<file path="src/rtl/clock_pkg.sv">
// Encodings and display helpers shared by the clock/calendar core and its display stage.
package clock_pkg;

    localparam logic [2:0] STATUS_TIME       = 3'd0;
    localparam logic [2:0] STATUS_EDIT_HOUR  = 3'd1;
    localparam logic [2:0] STATUS_EDIT_MIN   = 3'd2;
    localparam logic [2:0] STATUS_EDIT_MONTH = 3'd3;
    localparam logic [2:0] STATUS_EDIT_DAY   = 3'd4;

    localparam logic [6:0] SEG_OFF = 7'h00;

    typedef enum logic [1:0] {
        IDLE,
        CONV_L,
        CONV_R
    } conv_state_e;

    // One frame's worth of display content, captured together so fields and mask stay aligned.
    typedef struct packed {
        logic [3:0] l_tens;
        logic [3:0] l_ones;
        logic [3:0] r_tens;
        logic [3:0] r_ones;
        logic [2:0] status;
        logic       sec0;
    } disp_t;

    function automatic logic [6:0] seg7_font(input logic [3:0] bcd);
        logic [6:0] seg;
        case (bcd)
            4'd0:    seg = 7'h3F;
            4'd1:    seg = 7'h06;
            4'd2:    seg = 7'h5B;
            4'd3:    seg = 7'h4F;
            4'd4:    seg = 7'h66;
            4'd5:    seg = 7'h6D;
            4'd6:    seg = 7'h7D;
            4'd7:    seg = 7'h07;
            4'd8:    seg = 7'h7F;
            4'd9:    seg = 7'h6F;
            default: seg = SEG_OFF;
        endcase
        return seg;
    endfunction

    function automatic logic is_date_mode(input logic [2:0] st);
        return (st == STATUS_EDIT_MONTH) || (st == STATUS_EDIT_DAY);
    endfunction

    function automatic logic is_edit_mode(input logic [2:0] st);
        return st inside {STATUS_EDIT_HOUR, STATUS_EDIT_MIN, STATUS_EDIT_MONTH, STATUS_EDIT_DAY};
    endfunction

    function automatic logic blinks_left(input logic [2:0] st);
        return (st == STATUS_EDIT_HOUR) || (st == STATUS_EDIT_MONTH);
    endfunction

    function automatic logic blinks_right(input logic [2:0] st);
        return (st == STATUS_EDIT_MIN) || (st == STATUS_EDIT_DAY);
    endfunction

endpackage

</file>
<file path="src/rtl/bin2bcd_seq.sv">
// Sequential shift-add-3 converter: load on start, then 7 iterations.
// done pulses during the final iteration; tens/ones carry the finished result while done is high.
module bin2bcd_seq
    import clock_pkg::*;
(
    input  logic       clk,
    input  logic       rst_n,
    input  logic       start,
    input  logic [6:0] bin,
    output logic       busy,
    output logic       done,
    output logic [3:0] tens,
    output logic [3:0] ones
);

    localparam logic [2:0] LAST_ITER = 3'd6;

    logic       busy_q;
    logic [2:0] cnt_q;
    logic [6:0] shift_q;
    logic [7:0] bcd_q;
    logic [7:0] bcd_adj;
    logic [14:0] shifted;

    // NOTE: every variable gets a default first, so no path through the block infers a latch.
    always_comb begin
        bcd_adj = bcd_q;
        if (bcd_q[3:0] >= 4'd5) bcd_adj[3:0] = bcd_q[3:0] + 4'd3;
        if (bcd_q[7:4] >= 4'd5) bcd_adj[7:4] = bcd_q[7:4] + 4'd3;
        shifted = {bcd_adj, shift_q} << 1;
    end

    // NOTE: registers use non-blocking assignment so all of them sample pre-edge values.
    always_ff @(posedge clk or negedge rst_n) begin
        if (!rst_n) begin
            busy_q  <= 1'b0;
            cnt_q   <= '0;
            shift_q <= '0;
            bcd_q   <= '0;
        end else if (start) begin
            busy_q  <= 1'b1;
            cnt_q   <= '0;
            shift_q <= bin;
            bcd_q   <= '0;
        end else if (busy_q) begin
            shift_q <= shifted[6:0];
            bcd_q   <= shifted[14:7];
            cnt_q   <= cnt_q + 3'd1;
            if (cnt_q == LAST_ITER) busy_q <= 1'b0;
        end
    end

    assign busy = busy_q;
    assign done = busy_q && (cnt_q == LAST_ITER);
    assign tens = shifted[14:11];
    assign ones = shifted[10:7];

endmodule

</file>
<file path="src/rtl/clock_display_scan.sv">
// Four-digit multiplexed 7-segment driver: HH.MM in time mode, MM.DD in date modes,
// edited field blinking; BCD conversion is done sequentially once per scan frame.
module clock_display_scan
    import clock_pkg::*;
#(
    parameter int SCAN_DIV       = 32,
    parameter int BLINK_HALF     = 16384,
    parameter bit SEG_ACTIVE_LOW = 1'b0
) (
    input  logic       clk,
    input  logic       rst_n,
    input  logic [2:0] status,
    input  logic [4:0] hour,
    input  logic [5:0] minute,
    input  logic [5:0] second,
    input  logic [3:0] month,
    input  logic [4:0] day,
    output logic [6:0] seg,
    output logic       dp,
    output logic [3:0] digit_en
);

    localparam int SLOT_W  = (SCAN_DIV > 1) ? $clog2(SCAN_DIV) : 1;
    localparam int BLINK_W = (BLINK_HALF > 1) ? $clog2(BLINK_HALF) : 1;
    localparam logic [SLOT_W-1:0]  SLOT_LAST  = SLOT_W'(SCAN_DIV - 1);
    localparam logic [BLINK_W-1:0] BLINK_LAST = BLINK_W'(BLINK_HALF - 1);
    localparam logic [6:0] SEG_IDLE = SEG_ACTIVE_LOW ? ~SEG_OFF : SEG_OFF;

    logic [SLOT_W-1:0]  slot_q, slot_d;
    logic [1:0]         digit_q, digit_d;
    logic [BLINK_W-1:0] blink_cnt_q, blink_cnt_d;
    logic               phase_q, phase_d;
    conv_state_e        state_q, state_d;
    logic [6:0]         snap_right_q, snap_right_d;
    disp_t              pend_q, pend_d, shown_q, shown_d;
    logic [6:0]         seg_q, seg_d, seg_raw;
    logic               dp_q, dp_d, dp_raw;
    logic [3:0]         digit_en_q, digit_en_d, cur_bcd;
    logic               frame_start, blank;
    logic [6:0]         left_bin, right_bin, conv_bin;
    logic               conv_start, conv_busy, conv_done;
    logic [3:0]         conv_tens, conv_ones;
    logic               unused_second;

    assign unused_second = ^second[5:1];
    assign frame_start   = (digit_q == 2'd0) && (slot_q == '0);
    assign left_bin      = is_date_mode(status) ? {3'b000, month} : {2'b00, hour};
    assign right_bin     = is_date_mode(status) ? {2'b00, day} : {1'b0, minute};

    always_comb begin
        slot_d      = slot_q + SLOT_W'(1);
        digit_d     = digit_q;
        blink_cnt_d = blink_cnt_q + BLINK_W'(1);
        phase_d     = phase_q;
        if (slot_q == SLOT_LAST) begin
            slot_d  = '0;
            digit_d = digit_q + 2'd1;
        end
        if (blink_cnt_q == BLINK_LAST) begin
            blink_cnt_d = '0;
            phase_d     = ~phase_q;
        end
    end

    // Right conversion is launched on the first CONV_R cycle, once the converter has gone idle.
    always_comb begin
        state_d    = state_q;
        conv_start = 1'b0;
        conv_bin   = left_bin;
        case (state_q)
            CONV_L: if (conv_done) state_d = CONV_R;
            CONV_R: begin
                conv_bin = snap_right_q;
                if (!conv_busy)     conv_start = 1'b1;
                else if (conv_done) state_d    = IDLE;
            end
            default: ;
        endcase
        if (frame_start) begin
            conv_start = 1'b1;
            conv_bin   = left_bin;
            state_d    = CONV_L;
        end
    end

    always_comb begin
        shown_d      = shown_q;
        pend_d       = pend_q;
        snap_right_d = snap_right_q;
        if (frame_start) begin
            shown_d      = pend_q;
            pend_d.status = status;
            pend_d.sec0   = second[0];
            snap_right_d = right_bin;
        end
        if (conv_done && state_q == CONV_L) begin
            pend_d.l_tens = conv_tens;
            pend_d.l_ones = conv_ones;
        end
        if (conv_done && state_q == CONV_R) begin
            pend_d.r_tens = conv_tens;
            pend_d.r_ones = conv_ones;
        end
    end

    always_comb begin
        case (digit_q)
            2'd0:    cur_bcd = shown_q.l_tens;
            2'd1:    cur_bcd = shown_q.l_ones;
            2'd2:    cur_bcd = shown_q.r_tens;
            default: cur_bcd = shown_q.r_ones;
        endcase
        blank = phase_q && ((blinks_left(shown_q.status) && !digit_q[1]) ||
                            (blinks_right(shown_q.status) && digit_q[1]));
        seg_raw    = SEG_OFF;
        dp_raw     = 1'b0;
        digit_en_d = '0;
        if (slot_q != '0) begin
            digit_en_d = 4'b0001 << digit_q;
            if (!blank) begin
                seg_raw = seg7_font(cur_bcd);
                dp_raw  = (digit_q == 2'd1) && (is_edit_mode(shown_q.status) || shown_q.sec0);
            end
        end
        seg_d = SEG_ACTIVE_LOW ? ~seg_raw : seg_raw;
        dp_d  = SEG_ACTIVE_LOW ? ~dp_raw : dp_raw;
    end

    always_ff @(posedge clk or negedge rst_n) begin
        if (!rst_n) begin
            slot_q       <= '0;
            digit_q      <= '0;
            blink_cnt_q  <= '0;
            phase_q      <= 1'b0;
            state_q      <= IDLE;
            snap_right_q <= '0;
            pend_q       <= '0;
            shown_q      <= '0;
            seg_q        <= SEG_IDLE;
            dp_q         <= SEG_ACTIVE_LOW;
            digit_en_q   <= '0;
        end else begin
            slot_q       <= slot_d;
            digit_q      <= digit_d;
            blink_cnt_q  <= blink_cnt_d;
            phase_q      <= phase_d;
            state_q      <= state_d;
            snap_right_q <= snap_right_d;
            pend_q       <= pend_d;
            shown_q      <= shown_d;
            seg_q        <= seg_d;
            dp_q         <= dp_d;
            digit_en_q   <= digit_en_d;
        end
    end

    bin2bcd_seq u_bin2bcd (
        .clk   (clk),
        .rst_n (rst_n),
        .start (conv_start),
        .bin   (conv_bin),
        .busy  (conv_busy),
        .done  (conv_done),
        .tens  (conv_tens),
        .ones  (conv_ones)
    );

    assign seg      = seg_q;
    assign dp       = dp_q;
    assign digit_en = digit_en_q;

endmodule

</file>
<file path="config.mk">
export PLATFORM = sky130hd
export DESIGN_NAME = clock_display_scan
export DESIGN_NICKNAME = d
export VERILOG_FILES = /design/src/rtl/clock_pkg.sv /design/src/rtl/bin2bcd_seq.sv /design/src/rtl/clock_display_scan.sv
export SDC_FILE = /design/constraint.sdc
export NUM_CORES = 1
export LEC_CHECK = 0
export ABC_CLOCK_PERIOD_IN_PS = 2700
export BUFFER_PORTS_ARGS = -buffer_cell sky130_fd_sc_hd__clkbuf_2
export CAP_MARGIN = 20
export CORE_MARGIN = 5
export CORE_UTILIZATION = 59
export CTS_BUF_LIST = sky130_fd_sc_hd__clkbuf_16
export CTS_CLUSTER_SIZE = 25
export DETAILED_ROUTE_END_ITERATION = 6
export PLACE_DENSITY = 0.85
export SLEW_MARGIN = 20
export SYNTH_ARGS = -nofsm -noshare
export SYNTH_HDL_FRONTEND = slang
export SYNTH_SLANG_ARGS = --single-unit
</file>
<file path="constraint.sdc">
create_clock -name clk -period 2.7 [get_ports clk]
set_input_delay 0.54 -clock clk [delete_from_list [all_inputs] [get_ports clk]]
set_output_delay 0.54 -clock clk [all_outputs]
set_load 0.05 [all_outputs]
</file>
==> out/qor.txt, run 1 <==
TritonCTS clock tree: done
total CTS buffers: 9
Mapped Nets: 503
clock slew at reported path FFs: 60 ps
Die ar.: 10100 µm²
CTS root buffer: clkbuf_16
Crit Path Max Fanout: 9
RR Endpoint: seg[4]$_DFF_PN0_
synth unique cells: 49
antenna-violating nets left: 0
Total Routed Length: 8.75 mm
io pins: 43
initial antenna violation count: 0
layout cell share with drive strength beyond 1: 19.2%
status: completed
Seq/Total Area, Yosys: 52.5%
PwrDens: 607 nW/µm²
Multi-input gate area: 2110 µm²
Register Area: 2530 µm²
EDFF count, synth: 0
CP Launch Type: register
DRT iter0 DRCs: 162
detailed-route via count: 3306
Psw: 0.798 mW
global placement routability congestion: 0.782
Final nets: 540
share of the synthesized area in the top cell type: 52.5%
internal power: 2.47 mW
Mean Syn Cell Area: 10.6 µm²
CTS Buffer Depth: 2
Placeable Area: 8090 µm²
Clock Sinks: 101
number of setup buffers added after CTS: 0
f_max: 427 MHz
WP data arrival: 2570 ps
Worst Clk Skew: 8.10 ps
HPWL after detailed placement: 6.17 mm
Area contributors post-synth: dfrtp_1 53%, nand2_1 6.6%, ha_1 5.2%
Critical Path RT: 2920 ps
hold_buf cts: 0
final worst path period share: 86.7%
diodes inserted: 0
Final setup viols: 0
initial core utilization: 59.5%
Site Rows: 33
met2 Track Usage GR: 34.0%
htree depth: 3
critical path class: reg -> reg
DP Cell Count: 583
Final Non-Filler Cells: 599
GR Util met3: 5.49%
largest net degree at the start of global routing: 45
Setup TNS: 0 ps
via count of the first global-routing pass: 3458
Max Slew Vio Count: 0
Most Used Layer, Global Route: met2
min-delay worst type: in -> async
Place WS: 393 ps
TritonRoute pass-1 iters: 4
cell area after synthesis: 4810 µm²
post-CTS sizing: 0
RSZ-0062 raised after global routing: no
R2R Path Start: digit_q[0]$_DFFE_PN0P_
Max Cap Viol: 0
min Tclk post-route: 2340 ps
Die W: 100 µm
clock share of power: 38.8%
grt total ovfl: 0
cells on worst reg2reg path: 8
Comb pwr share: 10.3%
measured slew at the worst slew-check pin: 814 ps
Fin. Hold Viols: 0
Crit. End Element: register
WHS: 137 ps
clk_lat worst skew: 340 ps
R2R setup slack: 360 ps
peak supply drop: 0.347 mV
Area Overhead vs Synth: 12.0%
Layout fillers: 621
ys async rst share: 100%
synth warn: 0
post-synthesis register bit count: 101
met1 usage: 23.0%
Tot GR Track Use: 19.1%
sw frac: 24.4%
Mapped Cells: 452
post-synth top area cell: dfrtp_1
Die Span Y: 100 µm
Final WS setup: 358 ps
Avg WL per Cell: 14.6 µm
DR DRC count: 0
first-pass GRT wire length: 15.6 mm
Synth Flop Type: dfrtp_1
max_slew headroom: 45.6%
IO buf count: 37
static leakage: 2.59 nW
Flop pwr share: 51.0%
vias per cell: 5.52
layout by cell type (no fill, tap or decap), types with 6 or more instances in the layout:
cell,synthesis,layout
dfrtp_1,101,101
nand2_1,84,84
clkbuf_2,1,36
nor2_1,28,28
o21ai_0,26,26
inv_1,19,20
ha_1,20,20
mux2i_1,18,18
mux2_2,17,17
a21oi_1,16,16
xor2_1,11,11
nand2b_1,9,9
xnor2_1,9,9
clkbuf_16,0,9
nor3b_1,8,8
nand3_1,7,7
a22o_2,7,7
buf_4,3,7
nand4_1,6,6
worst max path at each step:
stage / endpoint / startpoint / cells after the start / slack, ps
global placement: seg[4]$_DFF_PN0_ / digit_q[0]$_DFFE_PN0P_ / 8 / 530
CTS: seg[4]$_DFF_PN0_ / digit_q[0]$_DFFE_PN0P_ / 8 / 350
finish: seg[4]$_DFF_PN0_ / digit_q[0]$_DFFE_PN0P_ / 8 / 360
floorplan: seg[4]$_DFF_PN0_ / digit_q[0]$_DFFE_PN0P_ / 9 / 550
global route: seg[4]$_DFF_PN0_ / digit_q[0]$_DFFE_PN0P_ / 8 / 240
detailed placement: seg[4]$_DFF_PN0_ / digit_q[0]$_DFFE_PN0P_ / 8 / 390
state kept, by name, indices dropped and copies added (netlist names):
signal / cells
shown_q: 20
state_q: 2
u_bin2bcd.busy: 1
snap_right_q: 6
digit_q: 2
u_bin2bcd.shift_q: 7
u_bin2bcd.bcd_q: 8
seg: 7
blink_cnt_q: 14
u_bin2bcd.cnt_q: 3
pend_q: 20
phase_q: 1
digit_en: 4
slot_q: 5
dp: 1
Yosys cell counts, drive strengths merged (4+ instances only):
master / instances
and3: 5
nand2b: 9
o32ai: 4
mux2: 17
dfrtp: 101
nand2: 85
nand4: 6
a22o: 10
nor3b: 8
ha: 20
inv: 19
a21oi: 16
xor2: 11
nor2: 28
o21ai: 26
and2b: 4
xnor2: 9
mux2i: 18
buf: 12
clkbuf: 6
nand3: 7
logic make-up after synthesis:
group | synth area share (%)
simple gates | 16.6
flops | 52.5
compound gates | 10.6
buf+inv | 3.64
mux | 7.72
xor+xnor | 3.64
fa+ha+maj | 5.20
worst max-delay path: stages, from the launching register on:
cell and delay [ps]:
dfrtp_1 430, inv_1 80, ha_1 270, a222oi_1 360
mux2_2 340, inv_1 90, ha_1 200, nor3b_1 140
o31a_1 300
metrics by stage:
step	util [%]	power [mW]	cell area (µm²)
2_1_floorplan	-	1.91	4810
3_3_place_gp	62.9	2.00	5090
3_5_place_dp	62.9	2.03	5090
4_1_cts	66.6	3.31	5390
5_1_grt	66.6	3.42	5390
6_report	66.6	3.27	5390
layout make-up:
type | count | share of cell area (%)
Clock buffer | 9 | 4.18
Multi-Input combinational cell | 314 | 39.1
Tap cell | 105 | 2.44
Inverter | 19 | 1.32
Sequential cell | 101 | 46.9
Timing Repair Buffer | 44 | 4.69
Clock inverter | 7 | 1.35
metal layers:
metal	vias up	part of all wire (%)
met5	-	0
met3	8	3.5
li1	1612	-
met2	44	52
met4	0	0.93
met1	1642	43
power groups by stage:
stage / logic (mW) / registers (mW) / clock network [mW]
detailed placement: 0.337 / 1.69 / 0
CTS: 0.340 / 1.67 / 1.31
global placement: 0.313 / 1.69 / 0
global route: 0.381 / 1.68 / 1.36
floorplan: 0.228 / 1.68 / 0
finish: 0.335 / 1.67 / 1.27
(Power assumes the default switching activity.)
==> run 2: changes to the inputs <==
BUFFER_PORTS_ARGS = -buffer_cell sky130_fd_sc_hd__buf_2   (was -buffer_cell sky130_fd_sc_hd__clkbuf_2)
CORE_ASPECT_RATIO = 1.5   (was unset)
==> out/qor.txt, run 2 (same netlist as run 1, synthesis figures left out) <==
Site Rows: 40
Total Routed Length: 9.41 mm
diodes inserted: 0
Tot GR Track Use: 19.9%
static leakage: 2.59 nW
post-CTS sizing: 0
TritonRoute pass-1 iters: 5
Die W: 83.7 µm
layout cell share with drive strength beyond 1: 19.1%
status: completed
total CTS buffers: 9
WP data arrival: 2650 ps
Setup TNS: 0 ps
final worst path period share: 89.8%
Final setup viols: 0
fin util: 67.6%
Worst Clk Skew: 7.03 ps
biggest registers after layout: pend_q: 20 flops, shown_q: 20 flops, blink_cnt_q: 14 flops
min-delay worst type: in -> async
initial core utilization: 60.1%
Max Slew Vio Count: 0
Fin. Hold Viols: 0
htree depth: 3
f_max: 413 MHz
PwrDens: 640 nW/µm²
CTS Buffer Depth: 2
most frequent cells in the layout: 101 x dfrtp_1, 84 x nand2_1, 36 x buf_2
critical path class: reg -> reg
max_slew headroom: 45.2%
Area Overhead vs Synth: 12.5%
min Tclk post-route: 2420 ps
TritonCTS clock tree: done
CTS root buffer: clkbuf_16
clock slew at reported path FFs: 70 ps
DR DRC count: 0
Crit. End Element: register
R2R Path Start: digit_q[0]$_DFFE_PN0P_
io pins: 43
Placeable Area: 8010 µm²
detailed-route via count: 3356
leading cell type in the layout, fill and taps excluded: dfrtp_1
CP Launch Type: register
global placement routability congestion: 0.796
number of setup buffers added after CTS: 0
grt total ovfl: 0
initial antenna violation count: 0
RSZ-0062 raised after global routing: no
IO buf count: 37
Die ar.: 10100 µm²
antenna-violating nets left: 0
Critical Path RT: 2930 ps
Die Span Y: 121 µm
Max Cap Viol: 0
Final nets: 538
peak supply drop: 0.392 mV
clk_lat worst skew: 340 ps
vias per cell: 5.62
largest net degree at the start of global routing: 57
Crit Path Max Fanout: 9
Clock Sinks: 101
Tot Pwr: 3.46 mW
measured slew at the worst slew-check pin: 821 ps
Setup crit start: digit_q[0]$_DFFE_PN0P_
via count of the first global-routing pass: 3434
HPWL after detailed placement: 6.34 mm
Avg WL per Cell: 15.8 µm
hold_buf cts: 0
first-pass GRT wire length: 16.2 mm
DRT iter0 DRCs: 167
[run 2: cell count changes in the layout (fill, tap and decap cells not counted)]
cell / delta
buf_2: +36
buf_4: -2
bufinv_16: +2
clkbuf_2: -36
clkinv_2: +2
clkinv_4: -2
inv_1: -1
inv_6: -1
[run 2: layer usage]
layer  up-vias  track usage (%)  part of all wire [%]
li1       1613                -                     -
met1      1652             22.4                    39
met2        73             36.1                    55
met3        18             4.98                   4.0
met4         0             7.85                   2.4
met5         -                0                     0
[run 2: final timing paths]
path / cells past startpoint / slack (ps) / endpoint
max: 8 / 280 / seg[4]$_DFF_PN0_
min: 1 / 210 / blink_cnt_q[6]$_DFF_PN0_
max reg2reg: 8 / 280 / seg[4]$_DFF_PN0_
min reg2reg: 2 / 460 / shown_q[16]$_DFFE_PN0P_
max in group asynchronous: 2 / 1800 / u_bin2bcd.busy$_DFF_PN0_
min in group clk: 3 / 400 / pend_q[0]$_DFFE_PN0P_
[run 2: final cells by class]
type | count | area [µm²]
repair buffers | 42 | 238
clock buffers | 9 | 225
fillers | 594 | 2590
flip-flops and latches | 101 | 2530
inverters | 19 | 71.3
clock inverters | 7 | 113
multi-input cells | 314 | 2110
well taps | 105 | 131
[run 2: where the power goes]
part	switching, mW	internal, mW	total [mW]
Sequential	0.0692	1.60	1.67
Combinational	0.191	0.149	0.340
Clock	0.549	0.902	1.45
Total	0.809	2.65	3.46
[run 2: stage by stage]
stage          worst slack (ps)  instances  hold slack, ps  cell area [µm²]
3_5_place_dp                296        581             452             5080
5_1_grt                    47.9        597             237             5420
4_1_cts                     273        597             212             5420
3_3_place_gp                416        581             448             5080
6_report                    276        597             205             5420
2_1_floorplan               548        452             244             4810
[run 2: worst max-delay path, cell delays in order (launching register included)]
cell and delay, ps:
dfrtp_1 450, inv_1 100, ha_1 330, a222oi_1 350
mux2_2 330, inv_1 100, ha_1 200, nor3b_1 140
o31a_1 310
==> run 3: changes to the inputs <==
BUFFER_PORTS_ARGS = -buffer_cell sky130_fd_sc_hd__buf_4   (was -buffer_cell sky130_fd_sc_hd__buf_2)
CORE_MARGIN = 2   (was 5)
==> out/qor.txt, run 3 (same netlist as run 1, synthesis figures left out) <==
leading cell type in the layout, fill and taps excluded: dfrtp_1
grt total ovfl: 0
Final setup viols: 0
Die W: 77.7 µm
Total Routed Length: 9.30 mm
Die ar.: 8910 µm²
Crit. End Element: register
largest net degree at the start of global routing: 63
measured slew at the worst slew-check pin: 862 ps
DRT iter0 DRCs: 200
CP max stage cell: dfrtp_1
Max Slew Vio Count: 0
detailed-route via count: 3367
number of setup buffers added after CTS: 0
layout cell share with drive strength beyond 1: 19.4%
initial core utilization: 60.5%
CP Launch Type: register
clock slew at reported path FFs: 60 ps
Die Span Y: 115 µm
io pins: 43
min Tclk post-route: 2270 ps
biggest registers after layout: pend_q: 20 flops, shown_q: 20 flops, blink_cnt_q: 14 flops
TritonCTS clock tree: done
f_max: 440 MHz
Fin. Hold Viols: 0
diodes inserted: 0
initial antenna violation count: 0
R2R setup slack: 430 ps
vias per cell: 5.62
WP data arrival: 2510 ps
crit-path max cell delay: 430 ps
HPWL after detailed placement: 6.34 mm
Tot Pwr: 3.47 mW
clk_lat worst skew: 350 ps
htree depth: 3
IO buf count: 37
Site Rows: 40
Clock Sinks: 101
most frequent cells in the layout: 101 x dfrtp_1, 84 x nand2_1, 43 x buf_4
global placement routability congestion: 0.869
Max Cap Viol: 0
final worst path period share: 84.2%
via count of the first global-routing pass: 3496
fin util: 69.4%
Avg WL per Cell: 15.5 µm
PwrDens: 628 nW/µm²
cells on worst reg2reg path: 8
RR Endpoint: seg[4]$_DFF_PN0_
RSZ-0062 raised after global routing: no
Final Non-Filler Cells: 599
first-pass GRT wire length: 15.8 mm
antenna-violating nets left: 0
Area Overhead vs Synth: 14.8%
Tot GR Track Use: 22.5%
CTS root buffer: clkbuf_16
CP Cell Sequence: inv_1 > ha_1 > a222oi_1 > mux2_2 > inv_1 > ha_1 > nor3b_1 > o31a_1
Worst Clk Skew: 7.19 ps
Setup TNS: 0 ps
Critical Path RT: 2930 ps
hold_buf cts: 0
critical path class: reg -> reg
status: completed
DP Cell Count: 583
Crit Path Max Fanout: 9
TritonRoute pass-1 iters: 4
R2R Path Start: digit_q[0]$_DFFE_PN0P_
post-CTS sizing: 0
WHS: 170 ps
static leakage: 2.64 nW
CTS Buffer Depth: 2
DR DRC count: 0
Placeable Area: 7960 µm²
peak supply drop: 0.410 mV
min-delay worst type: in -> async
Final nets: 540
max_slew headroom: 42.4%
total CTS buffers: 9
==> run 3: changes by cell type in the layout (fill, tap and decap cells not counted), sizes merged <==
| cell | delta |
|---|---|
| buf | +2 |
| clkinv | -1 |
| clkinvlp | +1 |
==> run 3: stage by stage <==
step                worst slack, ps  cell area, µm²
global route                    275            5520
CTS                             428            5520
detailed placement              448            5180
floorplan                       548            4810
global placement                522            5180
finish                          426            5520
==> run 3: layer usage <==
layer | vias up | GRT usage (%) | share of wire [%]
li1 | 1626 | - | -
met1 | 1654 | 24.4 | 39
met3 | 26 | 4.73 | 3.0
met4 | 0 | 11.1 | 3.0
met2 | 61 | 41.2 | 55
met5 | - | 0 | 0
==> run 3: worst max path at each step <==
stage / startpoint / endpoint
after CTS: digit_q[0]$_DFFE_PN0P_ / seg[4]$_DFF_PN0_
final: digit_q[0]$_DFFE_PN0P_ / seg[4]$_DFF_PN0_
after floorplan: digit_q[0]$_DFFE_PN0P_ / seg[4]$_DFF_PN0_
after detailed placement: digit_q[0]$_DFFE_PN0P_ / seg[4]$_DFF_PN0_
after global routing: digit_q[0]$_DFFE_PN0P_ / seg[4]$_DFF_PN0_
after global placement: digit_q[0]$_DFFE_PN0P_ / seg[4]$_DFF_PN0_
==> run 3: critical path: cells and delay by family (launching register included) <==
family | cells | cell delay [ps]
compound gates | 2 | 610
mux | 1 | 330
flops | 1 | 430
buf+inv | 2 | 180
fa+ha+maj | 2 | 460
simple gates | 1 | 140
==> run 3: area by class of cell <==
class | count | area (µm²)
fillers | 564 | 2430
flip-flops and latches | 101 | 2530
well taps | 105 | 131
repair buffers | 44 | 343
clock inverters | 7 | 115
multi-input cells | 314 | 2110
inverters | 19 | 71.3
clock buffers | 9 | 225
==> run 3: power by group <==
| part | leakage, nW | switching (mW) | internal, mW |
|---|---|---|---|
| clock | 0.167 | 0.554 | 0.902 |
| sequential | 1.25 | 0.0661 | 1.60 |
| combinational | 1.22 | 0.183 | 0.159 |
